[src/rtl/div_sched.sv]
// div_sched: sequential unsigned divider shared by two requesters.
//
// Round-robin arbitration selects one request at a time in IDLE. A radix-2
// restoring divider then produces one quotient bit per clock, and the result
// goes back over a valid/ready response channel tagged with the requester id.
// A zero divisor skips the iterations and returns quotient = all ones,
// remainder = dividend, div_by_zero = 1.
//
// Ports:
//   clk, rst                     clock, asynchronous active-high reset
//   reqX_valid / reqX_ready      request handshake for requester X (0/1);
//                                ready is combinational and high only in IDLE
//   reqX_dividend / reqX_divisor operands for requester X, sampled on accept
//   resp_valid / resp_ready      response handshake
//   resp_id                      requester that the result belongs to
//   quotient, remainder          result, stable while resp_valid is high
//   div_by_zero                  divisor was zero
//   busy                         unit is not idle
module div_sched #(
  parameter int N  = 16,
  parameter int CW = $clog2(N + 1)
) (
  input  logic         clk,
  input  logic         rst,
  input  logic         req0_valid,
  output logic         req0_ready,
  input  logic [N-1:0] req0_dividend,
  input  logic [N-1:0] req0_divisor,
  input  logic         req1_valid,
  output logic         req1_ready,
  input  logic [N-1:0] req1_dividend,
  input  logic [N-1:0] req1_divisor,
  output logic         resp_valid,
  input  logic         resp_ready,
  output logic         resp_id,
  output logic [N-1:0] quotient,
  output logic [N-1:0] remainder,
  output logic         div_by_zero,
  output logic         busy
);

  typedef enum logic [1:0] {IDLE, RUN, DONE} state_t;

  state_t        state_q;
  logic          last_grant_q;
  logic          id_q;
  logic [N-1:0]  rem_q;
  logic [N-1:0]  quo_q;
  logic [N-1:0]  dvs_q;
  logic [CW-1:0] cnt_q;
  logic          resp_valid_q;
  logic          resp_id_q;
  logic [N-1:0]  quot_q;
  logic [N-1:0]  remd_q;
  logic          dbz_q;

  logic          grant;
  logic          accept;
  logic [N-1:0]  sel_dividend;
  logic [N-1:0]  sel_divisor;
  logic [N:0]    trial;
  logic          fits;
  logic [N-1:0]  rem_d;
  logic [N-1:0]  quo_d;

  // With both requesters valid the one not granted last time wins; a lone
  // requester always wins.
  always_comb begin
    if (req0_valid && req1_valid) grant = ~last_grant_q;
    else                          grant = req1_valid;
  end

  assign req0_ready   = (state_q == IDLE) && req0_valid && !grant;
  assign req1_ready   = (state_q == IDLE) && req1_valid &&  grant;
  assign accept       = req0_ready || req1_ready;
  assign sel_dividend = grant ? req1_dividend : req0_dividend;
  assign sel_divisor  = grant ? req1_divisor  : req0_divisor;

  // Restoring step: shift the next dividend bit into the partial remainder
  // and subtract when it fits. The difference is always below the divisor,
  // so N-bit arithmetic on the low bits gives the exact result.
  assign trial = {rem_q, quo_q[N-1]};
  assign fits  = (trial >= {1'b0, dvs_q});
  assign rem_d = fits ? (trial[N-1:0] - dvs_q) : trial[N-1:0];
  assign quo_d = {quo_q[N-2:0], fits};

  always_ff @(posedge clk or posedge rst) begin
    if (rst) begin
      state_q      <= IDLE;
      last_grant_q <= 1'b1;
      id_q         <= 1'b0;
      rem_q        <= '0;
      quo_q        <= '0;
      dvs_q        <= '0;
      cnt_q        <= '0;
      resp_valid_q <= 1'b0;
      resp_id_q    <= 1'b0;
      quot_q       <= '0;
      remd_q       <= '0;
      dbz_q        <= 1'b0;
    end else begin
      case (state_q)
        IDLE: begin
          if (accept) begin
            last_grant_q <= grant;
            id_q         <= grant;
            dvs_q        <= sel_divisor;
            if (sel_divisor == '0) begin
              state_q      <= DONE;
              resp_valid_q <= 1'b1;
              resp_id_q    <= grant;
              quot_q       <= '1;
              remd_q       <= sel_dividend;
              dbz_q        <= 1'b1;
            end else begin
              state_q <= RUN;
              rem_q   <= '0;
              quo_q   <= sel_dividend;
              cnt_q   <= CW'(N);
            end
          end
        end
        RUN: begin
          rem_q <= rem_d;
          quo_q <= quo_d;
          cnt_q <= cnt_q - CW'(1);
          // The iteration that sees count == 1 produces the last quotient bit.
          if (cnt_q == CW'(1)) begin
            state_q      <= DONE;
            resp_valid_q <= 1'b1;
            resp_id_q    <= id_q;
            quot_q       <= quo_d;
            remd_q       <= rem_d;
            dbz_q        <= 1'b0;
          end
        end
        DONE: begin
          if (resp_ready) begin
            state_q      <= IDLE;
            resp_valid_q <= 1'b0;
          end
        end
        default: state_q <= IDLE;
      endcase
    end
  end

  assign resp_valid  = resp_valid_q;
  assign resp_id     = resp_id_q;
  assign quotient    = quot_q;
  assign remainder   = remd_q;
  assign div_by_zero = dbz_q;
  assign busy        = (state_q != IDLE);

endmodule
[config.mk]
export PLATFORM = sky130hd
export DESIGN_NAME = div_sched
export DESIGN_NICKNAME = d
export VERILOG_FILES = /design/src/rtl/div_sched.sv
export SDC_FILE = /design/constraint.sdc
export NUM_CORES = 1
export LEC_CHECK = 0
export ABC_CLOCK_PERIOD_IN_PS = 3200
export CAP_MARGIN = 40
export CORE_MARGIN = 1.5
export CORE_UTILIZATION = 64
export CTS_CLUSTER_DIAMETER = 100
export DETAILED_ROUTE_END_ITERATION = 8
export DONT_BUFFER_PORTS = 1
export PLACE_DENSITY_LB_ADDON = 0.2
export SETUP_SLACK_MARGIN = 0.3
export SYNTH_ARGS = -nofsm -noshare
export SYNTH_HDL_FRONTEND = slang
export SYNTH_SLANG_ARGS = --single-unit
export TNS_END_PERCENT = 20
[constraint.sdc]
create_clock -name clk -period 3.2 [get_ports clk]
set_input_delay 0.32 -clock clk [delete_from_list [all_inputs] [get_ports clk]]
set_output_delay 0.32 -clock clk [all_outputs]
set_load 0.05 [all_outputs]
* Word-level counts from Yosys, hierarchy flattened
Cells that the tools add are included.
** Storage, ports and cells
- Input bits :: 69
- Flip-flop bits (word level) :: 92
- Logic and storage cells :: 78
- Output and inout bits :: 38
** Operators by class
- Reduce and logical (&&, ||, !) cells :: 17
- Bitwise operators :: 1
- Equal/unequal tests :: 8
- Order comparisons :: 1
- Muxes and demuxes :: 37
- Add/subtract/negate cells :: 2
** Operators with widths (number)
- 2-to-1 mux 16 bit :: 13
- case mux 16 bit (2 select lines) :: 4
- greater-or-equal comparator 17 x 16 -> 1 bit :: 1
- zero test 16 bit :: 1
- subtractor 16 bit :: 1
- 2-to-1 mux 5 bit :: 2
- case mux 5 bit (2 select lines) :: 1
- 2-to-1 mux 1 bit :: 9
- 2-to-1 mux 2 bit :: 4
- != test 2 bit (second input constant) :: 4
- case mux 2 bit (3 select lines) :: 1
- AND reduction 3 bit :: 2
- == test 5 x 1 -> 1 bit (second input constant) :: 1
- logical AND 1 bit :: 5
- AND reduction 5 bit :: 1
- subtractor 5 x 1 -> 5 bit (second input constant) :: 1
- case mux 1 bit (2 select lines) :: 2
- AND reduction 4 bit :: 1
- nonzero test 2 bit :: 2
- case mux 1 bit (3 select lines) :: 1
- nonzero test 3 bit :: 1
- == test 2 x 1 -> 1 bit (second input constant) :: 1
- == test 2 bit (second input constant) :: 1
- zero test 2 bit :: 1
- other kinds (5) :: 5

* Logic depth before layout (Yosys ltp)
- Depth after elaboration :: 7
- Mapped depth :: 12
- Mapped depth without buffers :: 11

* Worst setup path after synthesis
No wires, ideal clock.
- Path kind :: reg2reg
- From :: register quo_q[15]
- To :: register remd_q[8], in the netlist remainder[8]
- Setup time :: 0.126 ns
- Path buffers :: 0
- Slack :: 0.766 ns
- Arrival time :: 2.308 ns
- Clock period less this slack :: 2.434 ns
- Stages on the path, launching flop included :: 12
- Cell sequence :: dfrtp_1 > inv_1 > ha_1 > inv_1 > fa_1 > a21oi_1 > o211ai_1 > a21o_1 > a21oi_1 > xnor2_1 > and3_1 > o32a_1
** Between the ends
- Word-level cells in the longest chain between the ends :: 4
- Elaborated cells between the ends (all ways) :: 5
- Classes of those cells :: add/sub: 1; order compare: 1; mux: 3
** RTL lines
- start: declaration :: RTL line 48 : logic [N-1:0] quo_q;
- start signal: assignment :: RTL line 118 : quo_q <= sel_dividend;
- start signal: assignment :: RTL line 125 : quo_q <= quo_d;
- subtractor 16 bit or greater-or-equal comparator 17 x 16 -> 1 bit (tied branches) :: RTL line 84, 83
- 2-to-1 mux 16 bit (*) :: RTL line 84 : assign rem_d = fits ? (trial[N-1:0] - dvs_q) : trial[N-1:0];
- 2-to-1 mux 16 bit (*) :: RTL line 128 : if (cnt_q == CW'(1)) begin
- case mux 16 bit (2 select lines) (*) :: RTL line 102 : case (state_q)
- end signal: assignment :: RTL line 113 : remd_q <= sel_dividend;
- end signal: assignment :: RTL line 133 : remd_q <= rem_d;
- end: declaration :: RTL line 54 : logic [N-1:0] remd_q;
Mark *: on every way between the ends. The rest lies on a longest branch, timed or not. The select of a mux whose other input is x is not followed.
A chain may end at the register's enable or synchronous reset.

* Worst setup path in the final report
- From :: register rem_q[7]
- To :: register remd_q[0], in the netlist remainder[0]
** Between the ends
- Word-level cells in the longest chain between the ends :: 4
** RTL lines
- start: declaration :: RTL line 47 : logic [N-1:0] rem_q;
- start signal: assignment :: RTL line 124 : rem_q <= rem_d;
- greater-or-equal comparator 17 x 16 -> 1 bit :: RTL line 83 : assign fits = (trial >= {1'b0, dvs_q});
- 2-to-1 mux 16 bit :: RTL line 84
- 2-to-1 mux 16 bit :: RTL line 128
- case mux 16 bit (2 select lines) :: RTL line 102
No other way between the ends. The select of a mux whose other input is x is not followed.

==> results.yml <==
outcome:
  status: "complete, no violations"
synth:
  syn-num-nets: 666
  yosysSeqAreaShare_pct: 44.28
  async_reset_ff_share_pct: 100.0
  synth_edf_count: 0
  synthCells: 578
  synth_warnings: 0
  ys_types: 62
  ys_seq_elements: 92
  synth_area_sq_mm: 0.005202
  ys.flop_type: "dfrtp_1"
  synth_area_per_cell_sq_um: 9.001
clocking:
  htreeDepth: 3
  cts_made_buffers: 9
  clock_latency_ps: 380
  cts_max_path_buffers: 2
  clock_sinks: 92
  tritoncts: "built"
  cts_resized: 0
  clk_pin_slew_worst_paths_ps: 100
  clock_tree.root_cell: "clkbuf_8"
final_layout:
  layout-drive-gt1-share_pct: 8.591
  final_core_util_pct: 71.12
  seq_area_sq_mm: 0.002303
  multi_input_area_sq_mm: 0.002653
  fillCellCount: 615
  nets: 665
  n_antenna_cell: 0
  areaGrowthSynthToFinish_pct: 6.734
timing:
  grt_setup_unrepaired: "false"
  skew_ps: 19.11
  tns_ps: 0
  finalCriticalPeriod_ps: 2701
  timing.final.crit_share_pct: 84.42
  maxSlewHeadroom_pct: 51.56
  worst_slew_pin_slew_ps: 726.7
  setup_viol: 0
  drv_slew: 0
  timing.hold.ws_ps: 87.97
  fmax_ghz: 0.3702
  hold_viol: 0
  final.setup.worst_slack_ps: 498.6
route:
  wire_per_inst_um: 19.65
  drc: 0
  vias_per_cell: 6.604
  drtIter0Drc: 271
  route.antenna.remaining_nets: 0
  drt_wl_total_um: 13440
  num_vias: 4517
  dr.pass1.iters: 5
setup_path:
  path_class: "reg -> reg"
  path_max_fanout: 12
  rr_endpoint: "remainder[0]"
  setup.worst_path.start_class: "flop"
  r2r_cells: 9
  crit_required_ps: 3460
  arrival_ps: 2960
  endpoint_kind: "flop"
  r2r-start: "rem_q[7]"
  r2r_setup_slack_ps: 500
global_route:
  grt_overflow: 0
  grt_pass1_wl_um: 21530
  antenna_found_initial: 1
  grt_usage_pct: 32.17
  first_global_vias: 4403
  grt_max_degree: 51
placed_design:
  port_buffers: 0
  hpwl_um: 10120
  routabilityCongestion: 0.9397
  dp_slack_ps: 461.3
floorplan:
  io_pins: 107
  fp-row-count: 32
  dieWidth_um: 93.16
  die_y_um: 93.16
  die-area_sq_mm: 0.008679
  initial_utilization_pct: 66.63
  core_area_sq_mm: 0.007807
worst_hold_path:
  holdPathStages: 2
  hp-class: "in -> reg"
  hp-start: "req0_divisor[12]"
  hold_end: "dvs_q[12]"
job:
  max_cap_viol_count: 0
## sequential cells by signal, summed over array words and instances (netlist names)
register / flops
last_grant_q: 1
cnt_q: 5
div_by_zero: 1
rem_q: 16
remainder: 16
id_q: 1
resp_id: 1
resp_valid: 1
quotient: 16
dvs_q: 16
state_q: 2
quo_q: 16
## worst max-delay path, cell delays in order (launching register included)
cell      delay [ps]
dfrtp_1          440
ha_1             420
and3_1           260
and3_1           190
o211ai_1         100
a21oi_2          230
or2_1            250
buf_4            260
nor3_1            90
o32a_1           350
## per-stage QoR
stage | instance area (sq um) | cells
after floorplan | 5202 | 578
after global placement | 5299 | 664
after detailed placement | 5326 | 665
after CTS | 5538 | 682
after global routing | 5553 | 684
final | 5553 | 684
## metal layers
metal | vias to the layer above | track usage (%) | share of wire [%]
met1 | 2201 | 40.31 | 41
met3 | 43 | 7.073 | 7.7
met5 | - | 0 | 0.097
li1 | 2068 | - | -
met2 | 203 | 53.89 | 48
met4 | 2 | 13.26 | 3.3
## placed cells by master, fill, tap and decap left out, types with 4 or more instances in the layout
cell,instances
nand2_1,92
dfrtp_1,91
o21ai_0,54
nor2_1,39
a21oi_1,35
inv_1,22
mux2i_1,20
a31oi_1,19
buf_4,19
ha_1,18
o22a_1,15
o21ai_1,10
nand3_1,10
nor4_1,9
clkbuf_8,9
xor2_1,8
a21o_1,7
o21a_1,6
and3_1,6
xnor2_1,6
nand4b_1,5
nor3_1,5
a211o_1,4
## synth_stat cells, types with 4 or more instances
library cell	n	share of area, %
nand2_1	92	6.6
dfrtp_1	91	44
o21ai_0	54	5.2
nor2_1	39	2.8
a21oi_1	35	3.4
inv_1	23	1.7
mux2i_1	20	3.8
a31oi_1	19	2.3
clkbuf_1	19	1.4
ha_1	18	4.3
o22a_1	15	2.5
nand3_1	10	0.96
o21ai_1	10	0.96
nor4_1	9	1.1
xor2_1	8	1.3
a21o_1	7	1.0
and3_1	6	0.72
o21a_1	6	0.87
xnor2_1	6	1.0
nand4b_1	5	0.84
nor3_1	5	0.48
a211o_1	4	0.67
buf_1	4	0.29
buf_6	4	0.87
nor2b_1	4	0.48
## cell type report
| type | instances | share of cell area, % |
|---|---|---|
| clock buffers | 9 | 2.231 |
| clock inverters | 7 | 1.397 |
| inverters | 23 | 1.577 |
| multi-input cells | 430 | 47.77 |
| flip-flops and latches | 92 | 41.48 |
| well taps | 102 | 2.298 |
| repair buffers | 21 | 3.245 |
## repair_timing
item                       CTS  global route
hold buffers                 1             0
setup endpoints to repair    0             3
hold endpoints to repair    46             0
setup buffers                0             1
## worst max-delay path by stage
stage,startpoint,endpoint,depth (start not counted)
2_1_floorplan,rst,cnt_q[0],1
3_3_place_gp,dvs_q[12],remainder[0],10
3_5_place_dp,rem_q[7],remainder[0],9
4_1_cts,rem_q[7],remainder[0],9
5_1_grt,rem_q[5],remainder[8],9
6_report,rem_q[7],remainder[0],9
## kinds of logic after synthesis
logic type                 share of synthesized area [%]
xor gates and xnor gates                           2.357
AOI/OAI and AO/OA                                  22.29
and+or+nand+nor                                    17.44
muxes                                              4.064
adders and majority gates                          4.714
DFF                                                44.28
buffers and inverters                              4.858
Power is left out: the tool's default activity adds up to more than one toggle a clock period on the data nets, which glitch-free logic cannot reach.
